## config.mk

```make
export PLATFORM = sky130hd
export DESIGN_NAME = seg7_scan_display_flat
export DESIGN_NICKNAME = d
export VERILOG_FILES = /design/src/rtl/seg7_scan_display_if.sv /design/src/rtl/seg7_scan_display.sv /design/src/flat_wrapper.sv
export SDC_FILE = /design/constraint.sdc
export NUM_CORES = 1
export LEC_CHECK = 0
export ABC_AREA = 1
export CAP_MARGIN = 20
export CELL_PAD_IN_SITES_DETAIL_PLACEMENT = 2
export CELL_PAD_IN_SITES_GLOBAL_PLACEMENT = 2
export CORE_MARGIN = 2
export CORE_UTILIZATION = 36
export CTS_CLUSTER_SIZE = 28
export DETAILED_ROUTE_END_ITERATION = 10
export PLACE_DENSITY = 0.95
export SYNTH_ARGS = -nofsm -noshare
export SYNTH_HDL_FRONTEND = slang
export SYNTH_SLANG_ARGS = --single-unit
```

## constraint.sdc

```tcl
create_clock -name clk -period 4.2 [get_ports clk]
set_clock_uncertainty 0.1 [all_clocks]
set_input_delay 0.63 -clock clk [delete_from_list [all_inputs] [get_ports clk]]
set_output_delay 0.63 -clock clk [all_outputs]
set_load 0.005 [all_outputs]
```

## src/rtl/seg7_scan_display_if.sv

```systemverilog
// ---------------------------------------------------------------------------
// seg7_scan_display_if
//   Bus bundle between a digit source (the cascaded decimal counters and
//   their controller) and the multiplexed 7-segment driver.
//
//   Optional feature macro: SEG7_DP_EN adds the per-digit dp_mask signal.
//
//   Signals
//     bcd_in    4*DIGITS  packed BCD digits, [3:0] = digit 0 (least significant)
//     load      1         capture bcd_in (and dp_mask) into the driver's shadow
//     blank_en  1         suppress leading zeros
//     dp_mask   DIGITS    decimal-point enable per digit (SEG7_DP_EN only)
//     seg       7         {g,f,e,d,c,b,a}, registered by the driver
//     an        DIGITS    one-hot digit enable, registered by the driver
//     dp        1         decimal point, registered by the driver
//
//   Modports
//     master : digit source side (drives bcd_in/load/blank_en/dp_mask)
//     slave  : display driver side (drives seg/an/dp)
// ---------------------------------------------------------------------------
interface seg7_scan_display_if #(
  parameter int DIGITS = 4
);

  logic [4*DIGITS-1:0] bcd_in;
  logic                load;
  logic                blank_en;
`ifdef SEG7_DP_EN
  logic [DIGITS-1:0]   dp_mask;
`endif
  logic [6:0]          seg;
  logic [DIGITS-1:0]   an;
  logic                dp;

`ifdef SEG7_DP_EN
  modport master (
    output bcd_in, load, blank_en, dp_mask,
    input  seg, an, dp
  );

  modport slave (
    input  bcd_in, load, blank_en, dp_mask,
    output seg, an, dp
  );
`else
  modport master (
    output bcd_in, load, blank_en,
    input  seg, an, dp
  );

  modport slave (
    input  bcd_in, load, blank_en,
    output seg, an, dp
  );
`endif

endinterface

```

## src/rtl/seg7_scan_display.sv

```systemverilog
// ---------------------------------------------------------------------------
// seg7_scan_display
//   Multiplexed 7-segment driver. A full-width shadow copy of the packed BCD
//   digit bus is taken on load; a prescaler on the undivided system clock
//   steps a digit index every SCAN_DIV cycles, and the selected digit is
//   decoded onto a single registered segment bus with a one-hot anode enable.
//
//   Optional feature macro: SEG7_DP_EN
//     defined   : dp_mask is shadowed with bcd_in and drives dp per digit
//     undefined : no dp_mask, dp is held at the inactive level
//
//   Parameters
//     DIGITS          number of digits scanned (>= 2)
//     SCAN_DIV        system-clock cycles each digit stays lit (>= 2)
//     SEG_ACTIVE_LOW  1: seg/an/dp active-low (common anode), 0: active-high
//
//   Ports
//     clk    in   system clock, rising edge
//     reset  in   asynchronous, active-high reset
//     bus    slave modport of seg7_scan_display_if
//              in : bcd_in, load, blank_en, dp_mask (SEG7_DP_EN)
//              out: seg, an, dp (all registered)
// ---------------------------------------------------------------------------
module seg7_scan_display #(
  parameter int DIGITS         = 4,
  parameter int SCAN_DIV       = 50000,
  parameter bit SEG_ACTIVE_LOW = 1'b1
) (
  input  logic                clk,
  input  logic                reset,
  seg7_scan_display_if.slave  bus
);

  localparam int CNT_W = (SCAN_DIV > 1) ? $clog2(SCAN_DIV) : 1;
  localparam int IDX_W = (DIGITS > 1) ? $clog2(DIGITS) : 1;

  localparam logic [CNT_W-1:0] CNT_LAST = CNT_W'(SCAN_DIV - 1);
  localparam logic [IDX_W-1:0] IDX_LAST = IDX_W'(DIGITS - 1);

  // Inactive levels used for reset and for blanked segments.
  localparam logic [6:0]        SEG_OFF = SEG_ACTIVE_LOW ? 7'h7F : 7'h00;
  localparam logic [DIGITS-1:0] AN_OFF  = SEG_ACTIVE_LOW ? {DIGITS{1'b1}} : {DIGITS{1'b0}};
  localparam logic              DP_OFF  = SEG_ACTIVE_LOW;

  // -------------------------------------------------------------------------
  // Helper functions
  // -------------------------------------------------------------------------

  // Active-high segment pattern {g,f,e,d,c,b,a}; values above 9 show a dash.
  function automatic logic [6:0] decode_digit(input logic [3:0] d);
    logic [6:0] s;
    case (d)
      4'd0:    s = 7'h3F;
      4'd1:    s = 7'h06;
      4'd2:    s = 7'h5B;
      4'd3:    s = 7'h4F;
      4'd4:    s = 7'h66;
      4'd5:    s = 7'h6D;
      4'd6:    s = 7'h7D;
      4'd7:    s = 7'h07;
      4'd8:    s = 7'h7F;
      4'd9:    s = 7'h6F;
      default: s = 7'h40;
    endcase
    return s;
  endfunction

  function automatic logic [6:0] seg_level(input logic [6:0] on);
    return SEG_ACTIVE_LOW ? ~on : on;
  endfunction

  function automatic logic [DIGITS-1:0] an_level(input logic [DIGITS-1:0] on);
    return SEG_ACTIVE_LOW ? ~on : on;
  endfunction

  function automatic logic dp_level(input logic on);
    return SEG_ACTIVE_LOW ? ~on : on;
  endfunction

  // -------------------------------------------------------------------------
  // Stage p0: prescaler, digit index and shadow register
  // -------------------------------------------------------------------------
  logic [CNT_W-1:0] cnt_p0;
  logic [IDX_W-1:0] idx_p0;
  logic [3:0]       shadow_p0 [DIGITS];
`ifdef SEG7_DP_EN
  logic [DIGITS-1:0] dp_shadow_p0;
`endif

  always_ff @(posedge clk or posedge reset) begin
    if (reset) begin
      cnt_p0 <= '0;
      idx_p0 <= '0;
    end else if (cnt_p0 == CNT_LAST) begin
      cnt_p0 <= '0;
      idx_p0 <= (idx_p0 == IDX_LAST) ? '0 : idx_p0 + IDX_W'(1);
    end else begin
      cnt_p0 <= cnt_p0 + CNT_W'(1);
    end
  end

  // Load is independent of the scan: a load on an index-advance edge simply
  // means the next digit is shown from the new value.
  always_ff @(posedge clk or posedge reset) begin
    if (reset) begin
      for (int k = 0; k < DIGITS; k++) begin
        shadow_p0[k] <= '0;
      end
`ifdef SEG7_DP_EN
      dp_shadow_p0 <= '0;
`endif
    end else if (bus.load) begin
      for (int k = 0; k < DIGITS; k++) begin
        shadow_p0[k] <= bus.bcd_in[4*k +: 4];
      end
`ifdef SEG7_DP_EN
      dp_shadow_p0 <= bus.dp_mask;
`endif
    end
  end

  // Digit selection and leading-zero detection.
  // upper_zero[k] is set when shadow digits k..DIGITS-1 are all zero; it is
  // built by a running AND from the most significant digit downwards.
  logic [DIGITS-1:0] upper_zero;
  logic              run_zero;
  logic [3:0]        digit_sel;
  logic              zero_sel;
  logic              dp_sel;
  logic [DIGITS-1:0] an_on;
  logic              blank_sel;
  logic [6:0]        seg_on;

  always_comb begin
    upper_zero = '0;
    run_zero   = 1'b1;
    for (int k = DIGITS - 1; k >= 0; k--) begin
      run_zero      = run_zero & (shadow_p0[k] == 4'd0);
      upper_zero[k] = run_zero;
    end
  end

  always_comb begin
    digit_sel = '0;
    zero_sel  = 1'b0;
    dp_sel    = 1'b0;
    an_on     = '0;
    for (int k = 0; k < DIGITS; k++) begin
      an_on[k] = (idx_p0 == IDX_W'(k));
      if (idx_p0 == IDX_W'(k)) begin
        digit_sel = shadow_p0[k];
        zero_sel  = upper_zero[k];
`ifdef SEG7_DP_EN
        dp_sel    = dp_shadow_p0[k];
`endif
      end
    end
  end

  // Digit 0 is never blanked, so an all-zero value still shows a single '0'.
  assign blank_sel = bus.blank_en && zero_sel && (idx_p0 != '0);
  assign seg_on    = blank_sel ? 7'h00 : decode_digit(digit_sel);

  // -------------------------------------------------------------------------
  // Stage p1: registered display outputs
  // -------------------------------------------------------------------------
  logic [6:0]        seg_p1;
  logic [DIGITS-1:0] an_p1;
  logic              dp_p1;

  // The decimal point follows the mask even on a blanked digit, since the
  // anode stays enabled there.
  always_ff @(posedge clk or posedge reset) begin
    if (reset) begin
      seg_p1 <= SEG_OFF;
      an_p1  <= AN_OFF;
      dp_p1  <= DP_OFF;
    end else begin
      seg_p1 <= seg_level(seg_on);
      an_p1  <= an_level(an_on);
`ifdef SEG7_DP_EN
      dp_p1  <= dp_level(dp_sel);
`else
      dp_p1  <= DP_OFF;
`endif
    end
  end

  assign bus.seg = seg_p1;
  assign bus.an  = an_p1;
  assign bus.dp  = dp_p1;

endmodule

```

## src/flat_wrapper.sv

```systemverilog
// flat-port wrapper written by rule: the top's interface ports become plain ports
module seg7_scan_display_flat 
#(
  parameter int DIGITS         = 4,
  parameter int SCAN_DIV       = 50000,
  parameter bit SEG_ACTIVE_LOW = 1'b1
)
  (clk, reset, bus_bcd_in, bus_load, bus_blank_en, bus_seg, bus_an, bus_dp);
  seg7_scan_display_if #(.DIGITS(DIGITS)) bus_i ();
  input  logic clk;
  input  logic reset;
  input wire logic [$bits(bus_i.bcd_in)-1:0] bus_bcd_in;
  input wire logic [$bits(bus_i.load)-1:0] bus_load;
  input wire logic [$bits(bus_i.blank_en)-1:0] bus_blank_en;
  output wire logic [$bits(bus_i.seg)-1:0] bus_seg;
  output wire logic [$bits(bus_i.an)-1:0] bus_an;
  output wire logic [$bits(bus_i.dp)-1:0] bus_dp;
  assign bus_i.bcd_in = bus_bcd_in;
  assign bus_i.load = bus_load;
  assign bus_i.blank_en = bus_blank_en;
  assign bus_seg = bus_i.seg;
  assign bus_an = bus_i.an;
  assign bus_dp = bus_i.dp;
  seg7_scan_display #(.DIGITS(DIGITS), .SCAN_DIV(SCAN_DIV), .SEG_ACTIVE_LOW(SEG_ACTIVE_LOW)) u_core (.clk(clk), .reset(reset), .bus(bus_i));
endmodule
```

Word level (Yosys, flattened, before mapping)
Memories as Yosys holds them, arrays and structs flattened.
Cells that the tools add are included.
- flip-flop bits (word level): 45
- bits in latches: 0
- memory bits (writable): 0
- memory bits (read-only): 112
- bits of input ports: 20
- word-level logic and storage cells: 39
- memories kept: 1
- add/sub/neg operators: 2
- $mul: 0
- div/mod/pow operators: 0
- order comparisons: 0
- equal/unequal tests: 4
- shift operators: 0
- multiplexer cells: 11
- bitwise gates (word level): 5
- reductions and logical operators: 8
- memory list (name ; words ; width ; rd ports ; clocked after memory_dff ; wr ports ; RTL line ; text):
    (name not given) ; 16 ; 7 ; 1 ; 0 ; 0 ; seg7_scan_display.sv:52 ; case (d)
- operators by type and width (operator ; count):
    $add 16x1->16 const B ; 1
    $eq 16x16->1 const B ; 1
    $logic_not 4->1 ; 4
    $mux 16 ; 1
    $mux 4 ; 4
    $mux 7 ; 1
    $not 7->7 ; 1
    $eq 2x2->1 const B ; 2
    $mux 1 ; 4
    $not 4->4 ; 1
    $and 1x1->1 ; 3
    $add 2x1->2 const B ; 1
    $eq 2x1->1 const B ; 1
    $logic_and 1x1->1 ; 2
    $logic_not 2->1 ; 1
    $mux 2 ; 1
    $reduce_bool 2->1 ; 1

Depth between registers and ports, before layout
- depth after elaboration: 12
- depth in mapped cells: 13
- gate-level depth less buffers: 13

Worst setup path before layout
Ideal clock, no wire load.
- path kind: reg2reg
- start point: register u_core.idx_p0[0]
- end point: register u_core.seg_p1[5] (netlist: u_core.bus.seg[5])
- library setup time: 0.086 ns
- arrival time: 1.572 ns
- setup slack: 2.442 ns
- cell stages (with the launch flop): 13
- path buffers: 0
- period minus slack after synthesis: 1.758 ns
- cell sequence: dfrtp_1 inv_1 ha_1 inv_2 nand3_1 nand2_1 nand2_1 inv_1 ha_1 inv_1 nand3_1 nand3_1 nand3_1
- longest elaborated chain between the ends: 9
- RTL lines (what ; RTL line ; text):
    from (decl) ; seg7_scan_display.sv:84 ; logic [IDX_W-1:0] idx_p0;
    from (signal assigned) ; seg7_scan_display.sv:96 ; idx_p0 <= (idx_p0 == IDX_LAST) ? '0 : idx_p0 + IDX_W'(1);
    parallel branches: the longest is 7 deep, another holds $mem_v2 16x7 ; -- ;
    $mux 7 (*) ; seg7_scan_display.sv:162 ; assign seg_on = blank_sel ? 7'h00 : decode_digit(digit_sel);
    $not 7->7 (*) ; seg7_scan_display.sv:69 ; return SEG_ACTIVE_LOW ? ~on : on;
    to (signal assigned) ; seg7_scan_display.sv:179 ; seg_p1 <= seg_level(seg_on);
    to (decl) ; seg7_scan_display.sv:167 ; logic [6:0] seg_p1;
Mark *: on every way between the ends.
A chain may end at the register's enable or synchronous reset.

Worst setup path after layout
- start point: register u_core.idx_p0[0]
- end point: register u_core.seg_p1[6] (netlist: u_core.bus.seg[6])
The elaborated chain is that of the path after synthesis.

==> metrics.md <==
| Metric | Value |
|---|---|
| Status | `completed` |
| Storage element area | `about 1100 µm²` |
| Fillers | `a little over 700` |
| CTS H-tree lvls | `2` |
| Setup bufs post-CTS | `0` |
| IO Pins | `32` |
| Vias in the first global route | `a little over 2000` |
| Die ar. | `7170 µm²` |
| Core Region | `between 6000 and 7000 µm²` |
| Leakage | `roughly 1.4 nW` |
| Worst path slowest cell | `dfrtp_1` |
| Layout cells sized above 1 | `between 10% and 20%` |
| CP max FO | `5` |
| Final #Nets | `330` |
| DRC | `0` |
| Placed inst area | `~2700 µm²` |
| Tmin final | `2.21 ns` |
| Die X-Extent | `roughly 85 µm` |
| Post-route cell area | `roughly 2900 µm²` |
| Clock-pin slew on the worst setup and hold paths | `0.09 ns` |
| Setup crit end kind | `flip-flop` |
| Pre-antenna DRT Iters | `3` |
| Initial detailed-routing violation count | `36` |
| Syn Inst Count | `267` |
| Most frequent cell after synthesis | `nand2_1` |
| Max IR drop VDD | `approximately 0.00016 V` |
| Final Cycle Share | `52.5%` |
| Worst relative slew slack | `46.6%` |
| Synth warn | `0` |
| Area of the multi-input gates | `approximately 1000 µm²` |
| F_max | `453 MHz` |
| Root Buffer | `clkbuf_8` |
| Most instantiated cells after synthesis | `56 x nand2_1, 35 x inv_1, 34 x dfrtp_1` |
| Yosys top cell area share | `a little over a third` |
| GRT overflow | `0` |
| Met3 WL | `between 100 and 150 µm` |
| CTS tree | `done` |
| Final GP Congestion | `roughly 0.77` |
| Resize count post-CTS | `0` |
| Max cap viols | `0` |
| WL final | `between 6 and 7 mm` |
| Rows | `29` |
| First-pass GRT wire length | `between 10 and 15 mm` |
| Sum Neg Setup Slack | `0 ns` |
| Routed wl met2 | `between 3 and 4 mm` |
| ANT nets after route | `0` |
| Vias | `between 1500 and 2000` |
| Min-Delay Path Class | `reg2reg` |
| Total Routing Usage GR | `a little under a fifth` |
| CP Class | `reg2reg` |
| Seq cells post-synth | `45` |
| DIE HEIGHT | `approximately 85 µm` |
| Ant. Diodes | `0` |
| RSZ-0062 raised after global routing | `false` |
| Cell chain of the critical path | `inv_1, ha_1, nand2_1, nand2_1, nand3_1, nand2_1, nand2_1, inv_1, ha_1, inv_1, nand3_1, nand2_1, a21oi_1` |
| CP max stage delay | `between 0.4 and 0.5 ns` |
| Setup violators final | `0` |
| Port Buf Inserts | `30` |
| Distinct cells, synth | `31` |
| Mapped cell area | `approximately 2300 µm²` |
| Post-synth EDFFs | `0` |
| Via density | `4.88` |
| Highest metal layer with signal wires | `met4` |
| Sequential area share after synthesis | `between 40% and 50%` |
| Worst EP arrival | `about 2.3 ns` |
| Drt wl/cell | `16.1 µm` |
| Pwr dens | `between 300 and 400 nW/µm²` |
| DP Wirelength | `about 4.5 mm` |
| Initial Util | `between 30% and 40%` |
| M1 WL | `about 2.5 mm` |
| Initial antenna violation count | `0` |
| Crit path launch type | `flip-flop` |
| Tightest Pin Transition | `between 0.7 and 0.8 ns` |
| Area leader, netlist | `dfrtp_1` |
| CP most frequent cell | `nand2_1` |
| Max Slew Vio Count | `0` |
| Clock tree sinks | `45` |
| Dominant cells by area after synthesis | `dfrtp_1 36%, dfstp_2 12%, nand2_1 9.0%` |
| P&R area growth vs syn | `21.8%` |
| Max clock buf depth | `2` |
| Synth Net Count | `297` |
| Pin count of the biggest net entering global routing | `46` |
| Worst-Skew Late Latency | `0.29 ns` |
| TritonCTS Buffers | `5` |
| Ys async rst share | `100%` |
| Final hold slack | `~0.40 ns` |
| Mapped Avg Cell Area | `~8.8 µm²` |
| Top_reg_cell synth | `dfrtp_1` |
| CTS hold repair buffers | `0` |
| CP required | `about 4.3 ns` |
| Fin. Hold Viols | `0` |
==> worst max-delay path: cells and delay by family (launching register included) <==
family	cells	cell delay, ns
AOI/OAI and AO/OA	1	0.17
adders and majority gates	2	0.45
buffers and inverters	3	0.34
DFF	1	0.43
and+or+nand+nor	7	0.65
==> where the power goes <==
part	total (mW)	internal, mW	switching [mW]
clock	0.391	0.237	0.155
sequential	0.478	0.466	0.0119
combinational	0.125	0.0596	0.0651
total	0.994	0.763	0.231
==> logic make-up (layout without fill, tap and decap cells) <==
kind of cell / count (synthesis) / in the layout / synth area share [%]
and+or+nand+nor: 126 / 126 / 26.8
buffers and inverters: 47 / 81 / 8.12
DFF: 45 / 45 / 48.7
AOI/OAI and AO/OA: 26 / 26 / 5.77
adders and majority gates: 10 / 10 / 5.34
xor gates and xnor gates: 6 / 6 / 2.24
muxes: 6 / 6 / 2.88
other: 1 / 1 / 0.160
==> per-stage QoR <==
| stage | setup WS, ns | power [mW] | utilization (%) | cells |
|---|---|---|---|---|
| after detailed placement | 1.89 | 0.613 | 43.1 | 370 |
| after CTS | 1.95 | 1.01 | 45.2 | 378 |
| after global placement | 1.97 | 0.601 | 43.1 | 370 |
| final | 1.99 | 0.994 | 45.2 | 378 |
| after floorplan | 2.43 | 0.547 | - | 267 |
| after global routing | 1.79 | 1.04 | 45.2 | 378 |
==> path summary, 6_finish.rpt <==
kind / from / depth (start not counted) / endpoint / slack [ns]
worst max-delay path: u_core.idx_p0[0] / 13 / u_core.bus.seg[6] / 1.99
worst min-delay path: u_core.cnt_p0[0] / 1 / u_core.cnt_p0[0] / 0.40
worst max register to register: u_core.idx_p0[0] / 13 / u_core.bus.seg[6] / 1.99
worst min register to register: u_core.cnt_p0[0] / 1 / u_core.cnt_p0[0] / 0.40
max in group asynchronous: reset / 3 / u_core.cnt_p0[2] / 2.90
min in group asynchronous: reset / 3 / u_core.cnt_p0[12] / 0.68
==> cell usage in the layout, fill, tap and decap left out, types with 2 or more instances in the layout <==
cell             instances
o21ai_0                 12
inv_1                   34
o21ai_1                  3
xor2_1                   4
nor3_1                   3
dfrtp_1                 34
nand4_1                  5
clkdlybuf4s50_1         30
nand3_1                 24
nand2_2                  5
nor2_2                   3
nand2_4                  2
clkinv_1                 2
a21oi_1                  9
inv_2                    5
ha_1                    10
nor2_1                  17
xnor2_1                  2
nand3_2                  6
bufinv_16                2
dfstp_2                 11
nor2_4                   4
clkbuf_8                 5
mux2_2                   6
nand2_1                 56
==> per-layer routing <==
metal	GRT usage, %	up-vias
met4	5.92	0
met5	0	-
met2	33.8	30
met1	21.4	904
met3	2.95	8
li1	-	903
==> final cells by class <==
cell class,instances,share of cell area [%]
Inverter,42,5.70
Timing Repair Buffer,31,10.8
Sequential cell,45,40.0
Multi-Input combinational cell,175,35.5
Clock inverter,3,2.28
Clock buffer,5,2.41
Tap cell,77,3.38
==> state kept, by name, indices dropped and copies added (netlist names) <==
signal / flops
u_core.cnt_p0: 16
u_core.shadow_p0: 16
u_core.bus.seg: 7
u_core.bus.an: 4
u_core.idx_p0: 2
Note: power is estimated with default switching activity, not from simulation.
